## src/rtl/three_to_eight_decoder_if.sv

```systemverilog
// ---------------------------------------------------------------------------
// Interface: three_to_eight_decoder_if
//
// Purpose:
//   Bundles the select/enable inputs and the eight one-hot decode lines of the
//   registered 3-to-8 decoder so a control FSM (master) and the decoder
//   (slave) can be connected through a single port.
//
// Signals:
//   enable   master -> slave   decode enable; 0 forces every line idle
//   a0..a2   master -> slave   3-bit select, a0 is the LSB
//   d0..d7   slave  -> master  registered one-hot decode lines
//   valid    slave  -> master  registered "decode was enabled" flag, only
//                              present when DEC_VALID_EN is defined
//
// Configuration macro: DEC_VALID_EN (adds the valid signal and modport entry)
// ---------------------------------------------------------------------------
interface three_to_eight_decoder_if;

    logic enable;
    logic a0;
    logic a1;
    logic a2;

    logic d0;
    logic d1;
    logic d2;
    logic d3;
    logic d4;
    logic d5;
    logic d6;
    logic d7;

`ifdef DEC_VALID_EN
    logic valid;

    modport master (
        output enable, a0, a1, a2,
        input  d0, d1, d2, d3, d4, d5, d6, d7,
        input  valid
    );

    modport slave (
        input  enable, a0, a1, a2,
        output d0, d1, d2, d3, d4, d5, d6, d7,
        output valid
    );
`else
    modport master (
        output enable, a0, a1, a2,
        input  d0, d1, d2, d3, d4, d5, d6, d7
    );

    modport slave (
        input  enable, a0, a1, a2,
        output d0, d1, d2, d3, d4, d5, d6, d7
    );
`endif

endinterface : three_to_eight_decoder_if

```

## src/rtl/three_to_eight_decoder.sv

```systemverilog
// ---------------------------------------------------------------------------
// Module: three_to_eight_decoder
//
// Purpose:
//   Registered 3-to-8 line decoder with enable. The select {a2,a1,a0} is
//   decoded to a one-hot word that is captured on the rising clock edge, so
//   every output is a flop and the decode latency is exactly one cycle.
//   Sits between a control FSM and downstream one-hot (chip-select) users.
//
// Parameters:
//   OUT_ACTIVE_LOW  0: asserted line = 1, idle lines = 0
//                   1: every d line inverted (asserted = 0, idle = 1),
//                      including the value loaded by reset
//
// Ports:
//   clk   in     clock, all state updates on the rising edge
//   rst   in     synchronous reset, active-high, priority over everything
//   bus   slave  three_to_eight_decoder_if: enable, a0..a2 in; d0..d7 out;
//                valid out when DEC_VALID_EN is defined
//
// Configuration macro: DEC_VALID_EN
//   Defined   -> bus.valid is driven: 1 after an edge with rst=0, enable=1,
//                0 otherwise; it is never inverted by OUT_ACTIVE_LOW.
//   Undefined -> no valid signal exists.
// ---------------------------------------------------------------------------
module three_to_eight_decoder #(
    parameter bit OUT_ACTIVE_LOW = 1'b0
) (
    input  logic                          clk,
    input  logic                          rst,
    three_to_eight_decoder_if.slave       bus
);

    // Level every line sits at when it is not the selected one.
    localparam logic [7:0] IDLE_WORD = {8{OUT_ACTIVE_LOW}};

    logic [2:0] sel;
    logic [7:0] oneHot;
    logic [7:0] d_d;
    logic [7:0] d_q;

    assign sel = {bus.a2, bus.a1, bus.a0};

    // Active-high one-hot decode; all zeros when the decoder is disabled.
    always_comb begin
        oneHot = 8'h00;
        if (bus.enable) begin
            oneHot = 8'h01 << sel;
        end
    end

    // Polarity is applied before the flop so the outputs stay glitch-free
    // registered values in both builds; XOR with the idle word flips every
    // line when the outputs are active-low.
    always_comb begin
        d_d = oneHot ^ IDLE_WORD;
    end

    // Output register; reset loads the idle level regardless of enable/select.
    always_ff @(posedge clk) begin
        if (rst) begin
            d_q <= IDLE_WORD;
        end else begin
            d_q <= d_d;
        end
    end

    assign bus.d0 = d_q[0];
    assign bus.d1 = d_q[1];
    assign bus.d2 = d_q[2];
    assign bus.d3 = d_q[3];
    assign bus.d4 = d_q[4];
    assign bus.d5 = d_q[5];
    assign bus.d6 = d_q[6];
    assign bus.d7 = d_q[7];

`ifdef DEC_VALID_EN
    logic valid_d;
    logic valid_q;

    // valid tracks enable with the same one-cycle timing as the d lines.
    always_comb begin
        valid_d = bus.enable;
    end

    always_ff @(posedge clk) begin
        if (rst) begin
            valid_q <= 1'b0;
        end else begin
            valid_q <= valid_d;
        end
    end

    assign bus.valid = valid_q;
`endif

endmodule : three_to_eight_decoder

```

## src/flat_wrapper.sv

```systemverilog
// flat-port wrapper written by rule: the top's interface ports become plain ports
module three_to_eight_decoder_flat 
#(
    parameter bit OUT_ACTIVE_LOW = 1'b0
)
  (clk, rst, bus_enable, bus_a0, bus_a1, bus_a2, bus_d0, bus_d1, bus_d2, bus_d3, bus_d4, bus_d5, bus_d6, bus_d7);
  three_to_eight_decoder_if bus_i ();
  input  logic clk;
  input  logic rst;
  input wire logic [$bits(bus_i.enable)-1:0] bus_enable;
  input wire logic [$bits(bus_i.a0)-1:0] bus_a0;
  input wire logic [$bits(bus_i.a1)-1:0] bus_a1;
  input wire logic [$bits(bus_i.a2)-1:0] bus_a2;
  output wire logic [$bits(bus_i.d0)-1:0] bus_d0;
  output wire logic [$bits(bus_i.d1)-1:0] bus_d1;
  output wire logic [$bits(bus_i.d2)-1:0] bus_d2;
  output wire logic [$bits(bus_i.d3)-1:0] bus_d3;
  output wire logic [$bits(bus_i.d4)-1:0] bus_d4;
  output wire logic [$bits(bus_i.d5)-1:0] bus_d5;
  output wire logic [$bits(bus_i.d6)-1:0] bus_d6;
  output wire logic [$bits(bus_i.d7)-1:0] bus_d7;
  assign bus_i.enable = bus_enable;
  assign bus_i.a0 = bus_a0;
  assign bus_i.a1 = bus_a1;
  assign bus_i.a2 = bus_a2;
  assign bus_d0 = bus_i.d0;
  assign bus_d1 = bus_i.d1;
  assign bus_d2 = bus_i.d2;
  assign bus_d3 = bus_i.d3;
  assign bus_d4 = bus_i.d4;
  assign bus_d5 = bus_i.d5;
  assign bus_d6 = bus_i.d6;
  assign bus_d7 = bus_i.d7;
  three_to_eight_decoder #(.OUT_ACTIVE_LOW(OUT_ACTIVE_LOW)) u_core (.clk(clk), .rst(rst), .bus(bus_i));
endmodule
```

## config.mk

```make
export PLATFORM = sky130hd
export DESIGN_NAME = three_to_eight_decoder_flat
export DESIGN_NICKNAME = d
export VERILOG_FILES = /design/src/rtl/three_to_eight_decoder_if.sv /design/src/rtl/three_to_eight_decoder.sv /design/src/flat_wrapper.sv
export SDC_FILE = /design/constraint.sdc
export NUM_CORES = 1
export LEC_CHECK = 0
export CAP_MARGIN = 40
export CORE_AREA = 8 8 45 47
export DETAILED_ROUTE_END_ITERATION = 8
export DIE_AREA = 0 0 53 55
export PLACE_DENSITY = 0.5
export SLEW_MARGIN = 15
export SYNTH_ARGS = -nofsm -noshare
export SYNTH_HDL_FRONTEND = slang
export SYNTH_SLANG_ARGS = --single-unit
```

## constraint.sdc

```tcl
create_clock -name clk -period 0.8 [get_ports clk]
set_input_delay 0.16 -clock clk [delete_from_list [all_inputs] [get_ports clk]]
set_output_delay 0.16 -clock clk [all_outputs]
set_load 0.005 [all_outputs]
```

# Yosys cells after proc, flatten, opt, wreduce, memory -nomap -nowiden
# Index checks and enable logic that the tools add are counted.
[op_classes]
n_shift = 1
n_reduce_logical = 1
bitwise_logic = 1
[op_table]
columns = ["op", "count"]
rows = [
  ["<< shifter 1 x 3 -> 8 bit (first input constant)", 1],
  ["OR reduction 2 bit", 1],
  ["inverter 1 bit", 1],
]
[word_totals]
reg_bits = 8
in_bits = 6
word_cells = 4

# Depth between registers and ports, before layout
# Gate-level depths: netlist of run 1.
[logic_depth]
depth_word = 2
mapped_depth = 2
ltp_nobuf = 2

# Worst setup path after synthesis of run 1
# No wires, ideal clock.
[synth_timing]
kind = "input-to-reg"
startpoint = "input bus_a2"
endpoint = "register u_core.d_q[0]"
path_slack_ns = 0.083
setup_time_ns = 0.073
cell_stages = 2
arrival_time_ns = 0.644
n_path_buf = 0
path_cell_list = "or3b_4 -> nor3_2"
[synth_between]
elab_chain_cells = 1
[synth_rtl]
columns = ["item", "line", "text"]
rows = [
  ["start, declared", "flat_wrapper.sv:13", "input wire logic [$bits(bus_i.a2)-1:0] bus_a2;"],
  ["<< shifter 1 x 3 -> 8 bit", "three_to_eight_decoder.sv:48", "oneHot = 8'h01 << sel;"],
  ["end signal, assigned", "three_to_eight_decoder.sv:62", "d_q <= IDLE_WORD;"],
  ["end signal, assigned", "three_to_eight_decoder.sv:64", "d_q <= d_d;"],
  ["end, declared", "three_to_eight_decoder.sv:40", "logic [7:0] d_q;"],
]
# Every way passes these cells.
# A chain may end at the register's enable or synchronous reset.

# Worst setup path in the final report of run 1
[layout_timing]
startpoint = "register u_core.d_q[3]"
endpoint = "output bus_d3"
[layout_lines]
columns = ["item", "line", "text"]
rows = [
  ["end, declared", "flat_wrapper.sv:17", "output wire logic [$bits(bus_i.d3)-1:0] bus_d3;"],
]
# No word-level cell between the ends.

==> results of run 1 <==
-- power by group through the flow --
stage,registers (mW),logic [mW],clock network (mW)
finish,0.408,0.0591,0.291
global route,0.407,0.0642,0.348
CTS,0.407,0.0580,0.308
detailed placement,0.416,0.0684,0
global placement,0.415,0.0681,0
floorplan,0.417,0.0173,0
-- final cells by class --
| cell class | count | area [sq um] | area share |
|---|---|---|---|
| well taps | 16 | 20.02 | 0.05195 |
| repair buffers | 14 | 107.6 | 0.2792 |
| flip-flops and latches | 8 | 162.7 | 0.4221 |
| multi-input cells | 13 | 72.57 | 0.1883 |
| clock buffers | 3 | 22.52 | 0.05844 |
-- metrics by stage --
stage          hold WS [ps]    util
6_report              321.4  0.2785
5_1_grt               325.3  0.2785
3_5_place_dp          824.8  0.2821
4_1_cts               312.2  0.2676
2_1_floorplan         229.0       -
3_3_place_gp          822.2  0.2821
-- path summary, 6_finish.rpt --
path / start / to / cells after the start
setup / recovery: u_core.d_q[3] / bus_d3 / 1
hold / removal: rst / u_core.d_q[0] / 3
-- cell families after synthesis --
group / share of synthesized area
simple gates: 0.3118
flops: 0.6882
-- synthesized netlist by cell type --
master	instances	area [sq um]
nor3_1	1	5.000
nand2_1	1	3.750
nand2b_1	2	12.51
dfxtp_1	8	160.2
nor2_1	6	22.52
nor3_2	1	10.01
or3b_4	1	11.26
nand3b_1	1	7.510
-- metal layers --
metal | vias up | track usage | wire length (microns)
met5 | - | 0 | 0
met4 | 0 | 0.07759 | 19
li1 | 101 | - | -
met3 | 2 | 0.02941 | 74
met1 | 79 | 0.04122 | 232
met2 | 13 | 0.04297 | 199
-- timing repair --
| item | CTS | global route |
|---|---|---|
| gates cloned | 0 | 0 |
| setup endpoints to repair | 12 | 9 |
| resized for setup | 36 | 4 |
| pin swaps | 2 | 1 |
-- cells in the final DEF (no fill, tap or decap), types with 2 or more instances in the layout --
cell type        n
nand2b_1         2
dfxtp_2          2
buf_6            2
clkbuf_4         3
dlygate4sd2_1    2
nor2_1           6
clkdlybuf4s50_1  2
dfxtp_1          6
buf_2            6
==> summary.txt, run 1 <==
Status
  • Status: finished with violations
  • Violated checks: setup timing

Clock tree
  • Clk root buf: clkbuf_4
  • Clock Sinks: 8
  • # H-tree levels: 1
  • CTS tree: yes
  • Cts bufs inserted: 3
  • CTS Buffer Depth: 2
  • Post-CTS setup buffer count: 0
  • Hold-fix buffers, CTS: 0
  • Worst-path clk slew: 50 ps

Layout
  • Nets: 46
  • Ratio of cells with drive above 1 in the final layout: 0.4211
  • Filler cells: 162
  • Non-filler cells, final: between 50 and 60
  • Diodes inserted: 0
  • Max reg flops: 8
  • Final Cell Area: 385.4 sq um
  • Synth-to-layout area growth: 65.59%
  • Largest regs: u_core.d_q (8)
  • Biggest register: u_core.d_q

Critical path
  • WS Path Type: reg2out
  • Startpoint class of the critical path: flip-flop
  • CP bufs+invs: 1
  • Worst EP arrival: ~660 ps
  • Critical path's top delay family: flip-flops
  • Crit path cell chain: buf_6
  • Critical Path End Type: primary output
  • CP max stage delay: ~320 ps
  • Max stage delay cell, worst path: dfxtp_2
  • Worst Path Max Fanout: 1
  • Required time of the critical path: 640 ps

Power and ir drop
  • Leak: 0.1747 nW
  • Seq pwr share: 0.538
  • Int Pwr: 611.9 uW
  • Pwr dens: about 2000 nW/um^2
  • Switching pwr: 146.2 uW
  • Final Power: 758.2 uW
  • Clock network power share: 0.384
  • Comb pwr share: 0.078
  • Maximum vdd ir drop: ~0.0005 V
  • Sw frac: 0.1929

Timing
  • Number of setup violations in the final report: 8
  • Period minus WS final: 823.2 ps
  • Worst-margin pin slew: 170.8 ps
  • Fmax: 1215 MHz
  • Fin Setup TNS: -99.87 ps
  • Hold Vio Cnt, Final: 0
  • RSZ-0062 raised after global routing: yes
  • Final Max Slew Viols: 0
  • Slew headroom: 0.8858
  • Post-route setup slack: -23.23 ps
  • Period utilization: 1.029

Placed design
  • Placed insts: 51
  • IO Port Bufs: 13
  • Dpl ws: -439.0 ps
  • Gpl congestion: 0.7580
  • Placed Area: 390.4 sq um

Yosys
  • Synth Register Bits: 8
  • Seq/Total Area, Yosys: 0.6882
  • Syn_nets: 27
  • Netlist cell types: 8
  • Syn Inst Count: 21
  • Netlist Area Pre-Place: 232.7 sq um
  • Mean Syn Cell Area: 11.08 sq um
  • Yosys warning count: 0

Route
  • Drt pass-1 iters: 2
  • Remaining antenna violation count after routing: 0
  • DRC: 0
  • DRT iter0 DRCs: 1
  • Vias per inst: 3.611
  • Vias: 195
  • Aggregate routed wire length: 526 microns
  • Routed wire per std cell: 9.741 microns

Global routing
  • Initial antenna violation count: 0
  • Largest net degree at the start of global routing: 6
  • GRT Overall Usage: 0.04269
  • Total global routing overflow: 0
  • Vias in the first global route: ~210
  • First-pass GRT wire length: just over 800 microns

Run
  • Max-cap violations: 0

Floorplan
  • Die Height: 55 microns
  • Die W: 53 microns
  • Starting Density: 0.1682
  • Die area: 2915 sq um
  • # rows: 14
  • Core area: between 1000 and 1500 sq um
  • # IOs: 14

Min path
  • HP Class: in2reg
Note: power is estimated with default switching activity, not from simulation.
==> run 2, diff against run 1 <==
Settings changed: CORE_AREA 8 8 45 47 to 3 3 40 42, DIE_AREA 0 0 53 55 to 0 0 43 45.
==> run 2 against run 1 <==
Against the previous run: the run still ends with setup timing left; via count is 1.0% higher; power barely moved; hold slack worse by 130 ps; critical path depth did not move; wire length fell by 13%; combinational power is 4.7% lower; fmax up 0.81%; largest cell class unchanged.
==> summary.txt, run 2 (synthesis results as in run 1) <==
Status
  • Status: finished with violations
  • Violated checks: setup timing

Critical path
  • CP bufs+invs: 1 (unchanged)
  • Startpoint class of the critical path: flip-flop
  • Required time of the critical path: 640 ps (about the same)
  • Critical path's top delay family: flip-flops
  • CP max stage delay: 290 ps (-30 ps)
  • Worst Path Max Fanout: 1 (unchanged)
  • Crit path cell chain: buf_2
  • WS Path Type: reg2out
  • Critical Path End Type: primary output
  • Max stage delay cell, worst path: dfxtp_1
  • Worst EP arrival: 660 ps (about the same)

Floorplan
  • # IOs: 14 (unchanged)
  • Die Height: 45 microns (-18%)
  • Core area: 1285 sq um (-7.1%)
  • Die area: 1935 sq um (-34%)
  • Starting Density: 0.1811 (+0.01294)
  • Die W: 43 microns (-19%)
  • # rows: 13 (-1)

Timing
  • Worst-margin pin slew: 182.8 ps (+12.05 ps)
  • Post-route setup slack: -16.57 ps (+6.658 ps)
  • Period utilization: 1.021 (-0.008322)
  • Final Max Slew Viols: 0 (unchanged)
  • Fmax: 1225 MHz (+0.81%)
  • Period minus WS final: 816.6 ps (-6.657 ps)
  • Hold Vio Cnt, Final: 0 (unchanged)
  • RSZ-0062 raised after global routing: yes
  • Slew headroom: 0.8779 (-0.007888)
  • Number of setup violations in the final report: 8 (unchanged)
  • Fin Setup TNS: -96.19 ps (+3.681 ps)

Global routing
  • First-pass GRT wire length: 765 microns (-6.0%)
  • Largest net degree at the start of global routing: 6 (unchanged)
  • Initial antenna violation count: 0 (unchanged)
  • GRT Overall Usage: 0.05927 (+0.01657)
  • Vias in the first global route: 207 (unchanged)
  • Total global routing overflow: 0 (unchanged)

Route
  • Remaining antenna violation count after routing: 0 (unchanged)
  • Vias: 197 (+1.0%)
  • DRT iter0 DRCs: 0 (-1)
  • Aggregate routed wire length: 458 microns (-13%)
  • Vias per inst: 3.717 (+2.9%)
  • DRC: 0 (unchanged)
  • Routed wire per std cell: 8.642 microns (-11%)
  • Drt pass-1 iters: 1 (-1)

Clock tree
  • Post-CTS setup buffer count: 0 (unchanged)
  • Cts bufs inserted: 3 (unchanged)
  • Clock Sinks: 8 (unchanged)
  • Clk root buf: clkbuf_4
  • Worst-path clk slew: 50 ps (about the same)
  • # H-tree levels: 1 (unchanged)
  • CTS tree: yes
  • CTS Buffer Depth: 2 (unchanged)

Power and ir drop
  • Pwr dens: 2041 nW/um^2 (+3.7%)
  • Leak: 0.1805 nW (+3.3%)
  • Maximum vdd ir drop: 0.0004895 V (-3.0%)

Placed design
  • Final HPWL DP: 373.1 microns
  • IO Port Bufs: 13 (unchanged)
  • Placed Area: 389.1 sq um (-0.32%)
  • Gpl congestion: 0.7575 (about the same)

Run
  • Max-cap violations: 0 (unchanged)

Layout
  • Ratio of cells with drive above 1 in the final layout: 0.3684 (-0.05263)
  • Synth-to-layout area growth: 59.68%
  • Biggest register: u_core.d_q
  • Diodes inserted: 0 (unchanged)
  • Nets: 46 (unchanged)
  • Most frequent cells in the layout: buf_2, dfxtp_1, nor2_1
  • Max reg flops: 8 (unchanged)
  • Largest regs: u_core.d_q (8)
  • Final Cell Area: 371.6 sq um (-3.6%)

Min path
  • HP Class: in2reg
  • Hold Crit Endpoint: u_core.d_q[0]
  • Hold path startpoint: bus_a1
  • Hold Crit Depth: 2 (-1)
## run 2: cell count changes in the layout (fill, tap and decap cells not counted)
cell / previous run / this run
dlymetal6s2s_1: 0 / 1
dfxtp_2: 2 / 0
buf_2: 6 / 8
dfxtp_1: 6 / 8
clkdlybuf4s50_1: 2 / 1
buf_6: 2 / 0
## run 2: timing repair
action                     CTS  global route
hold buffers                 0             0
setup endpoints to repair   12            11
pin swaps                    2             0
gates resized for setup     36             1
## run 2: worst max-delay path by stage
stage / startpoint / to / cells past startpoint
after floorplan: bus_a2 / u_core.d_q[0] / 2
after global placement: bus_enable / u_core.d_q[0] / 3
after detailed placement: bus_enable / u_core.d_q[0] / 3
after CTS: u_core.d_q[1] / bus_d1 / 1
after global routing: u_core.d_q[3] / bus_d3 / 1
final: u_core.d_q[5] / bus_d5 / 1
## run 2: power breakdown
| part | internal [mW] | switching [mW] |
|---|---|---|
| logic | 0.0329 | 0.0234 |
| registers | 0.406 | 0.00126 |
| clock network | 0.171 | 0.124 |
| total | 0.609 | 0.149 |
## run 2: cell type report
cell class / count / area [sq um]
multi-input cells: 13 / 72.57
repair buffers: 14 / 97.59
clock buffers: 3 / 22.52
well taps: 15 / 18.77
flip-flops and latches: 8 / 160.2
fillers: 136 / 913.4
## run 2: stage by stage
stage	power, mW	util	worst slack [ps]	hold slack [ps]	cells
after floorplan	0.4338	-	82.90	229.0	21
after global placement	0.4823	0.3028	-406.6	817.8	50
after detailed placement	0.4841	0.3028	-437.8	831.1	50
after CTS	0.7742	0.2872	-26.95	322.9	53
after global routing	0.7975	0.2892	-51.19	217.3	53
final	0.7584	0.2892	-16.57	194.1	53
## run 2: layer usage
metal / vias to the layer above / track usage / part of all wire
met4: 0 / 0.09036 / 0.033
met1: 83 / 0.04612 / 0.38
met5: - / 0 / 0
li1: 102 / - / -
met2: 10 / 0.08982 / 0.51
met3: 2 / 0.02789 / 0.074
==> patch, RTL diff (config.mk and constraints of run 2) <==
`OUT_ACTIVE_LOW` is set to 1'b0 in 2 places; all go to 1'b1.
--- a/src/rtl/three_to_eight_decoder.sv
+++ b/src/rtl/three_to_eight_decoder.sv
@@ -24,7 +24,7 @@
 //   Undefined -> no valid signal exists.
 // ---------------------------------------------------------------------------
 module three_to_eight_decoder #(
-    parameter bit OUT_ACTIVE_LOW = 1'b0
+    parameter bit OUT_ACTIVE_LOW = 1'b1
 ) (
     input  logic                          clk,
     input  logic                          rst,
--- a/src/flat_wrapper.sv
+++ b/src/flat_wrapper.sv
@@ -1,7 +1,7 @@
 // flat-port wrapper written by rule: the top's interface ports become plain ports
 module three_to_eight_decoder_flat 
 #(
-    parameter bit OUT_ACTIVE_LOW = 1'b0
+    parameter bit OUT_ACTIVE_LOW = 1'b1
 )
   (clk, rst, bus_enable, bus_a0, bus_a1, bus_a2, bus_d0, bus_d1, bus_d2, bus_d3, bus_d4, bus_d5, bus_d6, bus_d7);
   three_to_eight_decoder_if bus_i ();
Function: changed (a bounded check fails within 4 cycles, from zero or initial values and one cycle with rst high).
==> patch against run 2 <==
- the flow still finishes with violations (setup timing)
- area after synthesis is 1.1% lower
- critical path depth is the same
- worst hold slack gained 0.015 ns
- count of clock-buffer cells in the layout did not move
- design area up 9.1%
- sequential cell count did not move
- setup slack lost 0.011 ns
- wire length increased by 12%
- total power is 1.0% higher
- core utilization rose by 2.6 points
==> patch: results (changes against run 2) <==
outcome=finished with violations (unchanged); failing checks=setup timing (unchanged); global-route wire length before repair=903 um (was 765 um); met1 Use GR=7.32% (was 4.61%); largest net degree at the start of global routing=5 (was 6); routed length on met2=190 um (was 234 um); layout cells sized above 1=48.7% (was 36.8%); Num CTS Buffers=3 (unchanged); Warnings, synthesis=0 (unchanged); Hold EP=u_core.d_q[5]$_SDFF_PP1_ (was u_core.d_q[0]$_SDFF_PP0_); Placed Instance Area=394 um^2 (was 389 um^2); total number of vias=203 (was 197); slowest CP cell=dfxtp_2 (was dfxtp_1); crit path to=bus_d0 (was bus_d5); power per cell area=1890 nW/um^2 (was 2040 nW/um^2); Setup crit start=u_core.d_q[0]$_SDFF_PP1_ (was u_core.d_q[5]$_SDFF_PP0_); Synth top cells by count=dfxtp_1, nand2_1, nand3_1, nor2b_1 (was dfxtp_1, nor2_1, nand2b_1); routability congestion estimate from global placement=0.718 (was 0.758); clk slew on worst S/H paths=0.05 ns (about the same); nets=47 (was 46); DP Cell Count=51 (was 50); Final WS setup=-0.0271 ns (was -0.0166 ns); Max rail drop VDD=711 uV (was 489 uV); Yosys cell types=7 (was 8); First-pass DRT Iterations=2 (was 1); CP peak stage delay=0.32 ns (was 0.29 ns); GRT Resource Usage Total=6.86% (was 5.93%); switch share=19.6% (about the same); routed wire length per instance=9.46 um (was 8.64 um); met3 wire length=72 um (was 34 um); Logic pwr share=8.6% (was 7.4%); met3 Use GR=4.38% (was 2.79%); max layer used=met3 (was met4); fill count=145 (was 136); initial drt markers=1 (was 0); ranking of synthesized cells by area=dfxtp_1, nand2_1, nor2b_1 (was dfxtp_1, nor2_1, nand2b_1); M1 wire length=249 um (was 173 um); synthesized area per cell=11.0 um^2 (was 11.1 um^2); vias in the first global route=209 (was 207); final setup fails=8 (unchanged); Seq/Total Area, Yosys=69.6% (was 68.8%); Post-Route WL=511 um (was 458 um); Worst-Margin Slew=0.195 ns (was 0.183 ns); Hold Crit Depth=3 (was 2); Port Buffer Count=13 (unchanged); P_leak=0.000179 uW (was 0.000181 uW); GRT met2 Usage=8.68% (was 8.98%)
patch: per-stage QoR:
step                      utilization [%]  hold WS (ns)  setup TNS, ns  setup slack [ns]
after floorplan                         -         0.232              0             0.197
after global placement               30.7         0.797          -3.38            -0.301
after detailed placement             30.7         0.796          -3.50            -0.333
after CTS                            30.1         0.297         -0.212           -0.0418
after global routing                 31.5         0.230         -0.338           -0.0526
final                                31.5         0.210        -0.0940           -0.0271
patch: area by class of cell:
cell class	instances	area [um^2]	share of cell area (%)
repair buffers	15	119	29.3
clock buffers	3	22.5	5.56
well taps	15	18.8	4.63
multi-input cells	13	82.6	20.4
flip-flops and latches	8	163	40.1
patch: repair_timing:
item / 4_1_cts / 5_1_grt
setup endpoints to repair: 16 / 13
buffers inserted: 0 / 0
pin swaps: 3 / 0
resized for setup: 40 / 5
cloned: 0 / 0
endpoints found under the hold margin: 0 / 0
patch: logic make-up after synthesis:
| logic type | count (synthesis) | share of synthesized area (%) |
|---|---|---|
| flops | 8 | 69.6 |
| simple gates | 13 | 30.4 |
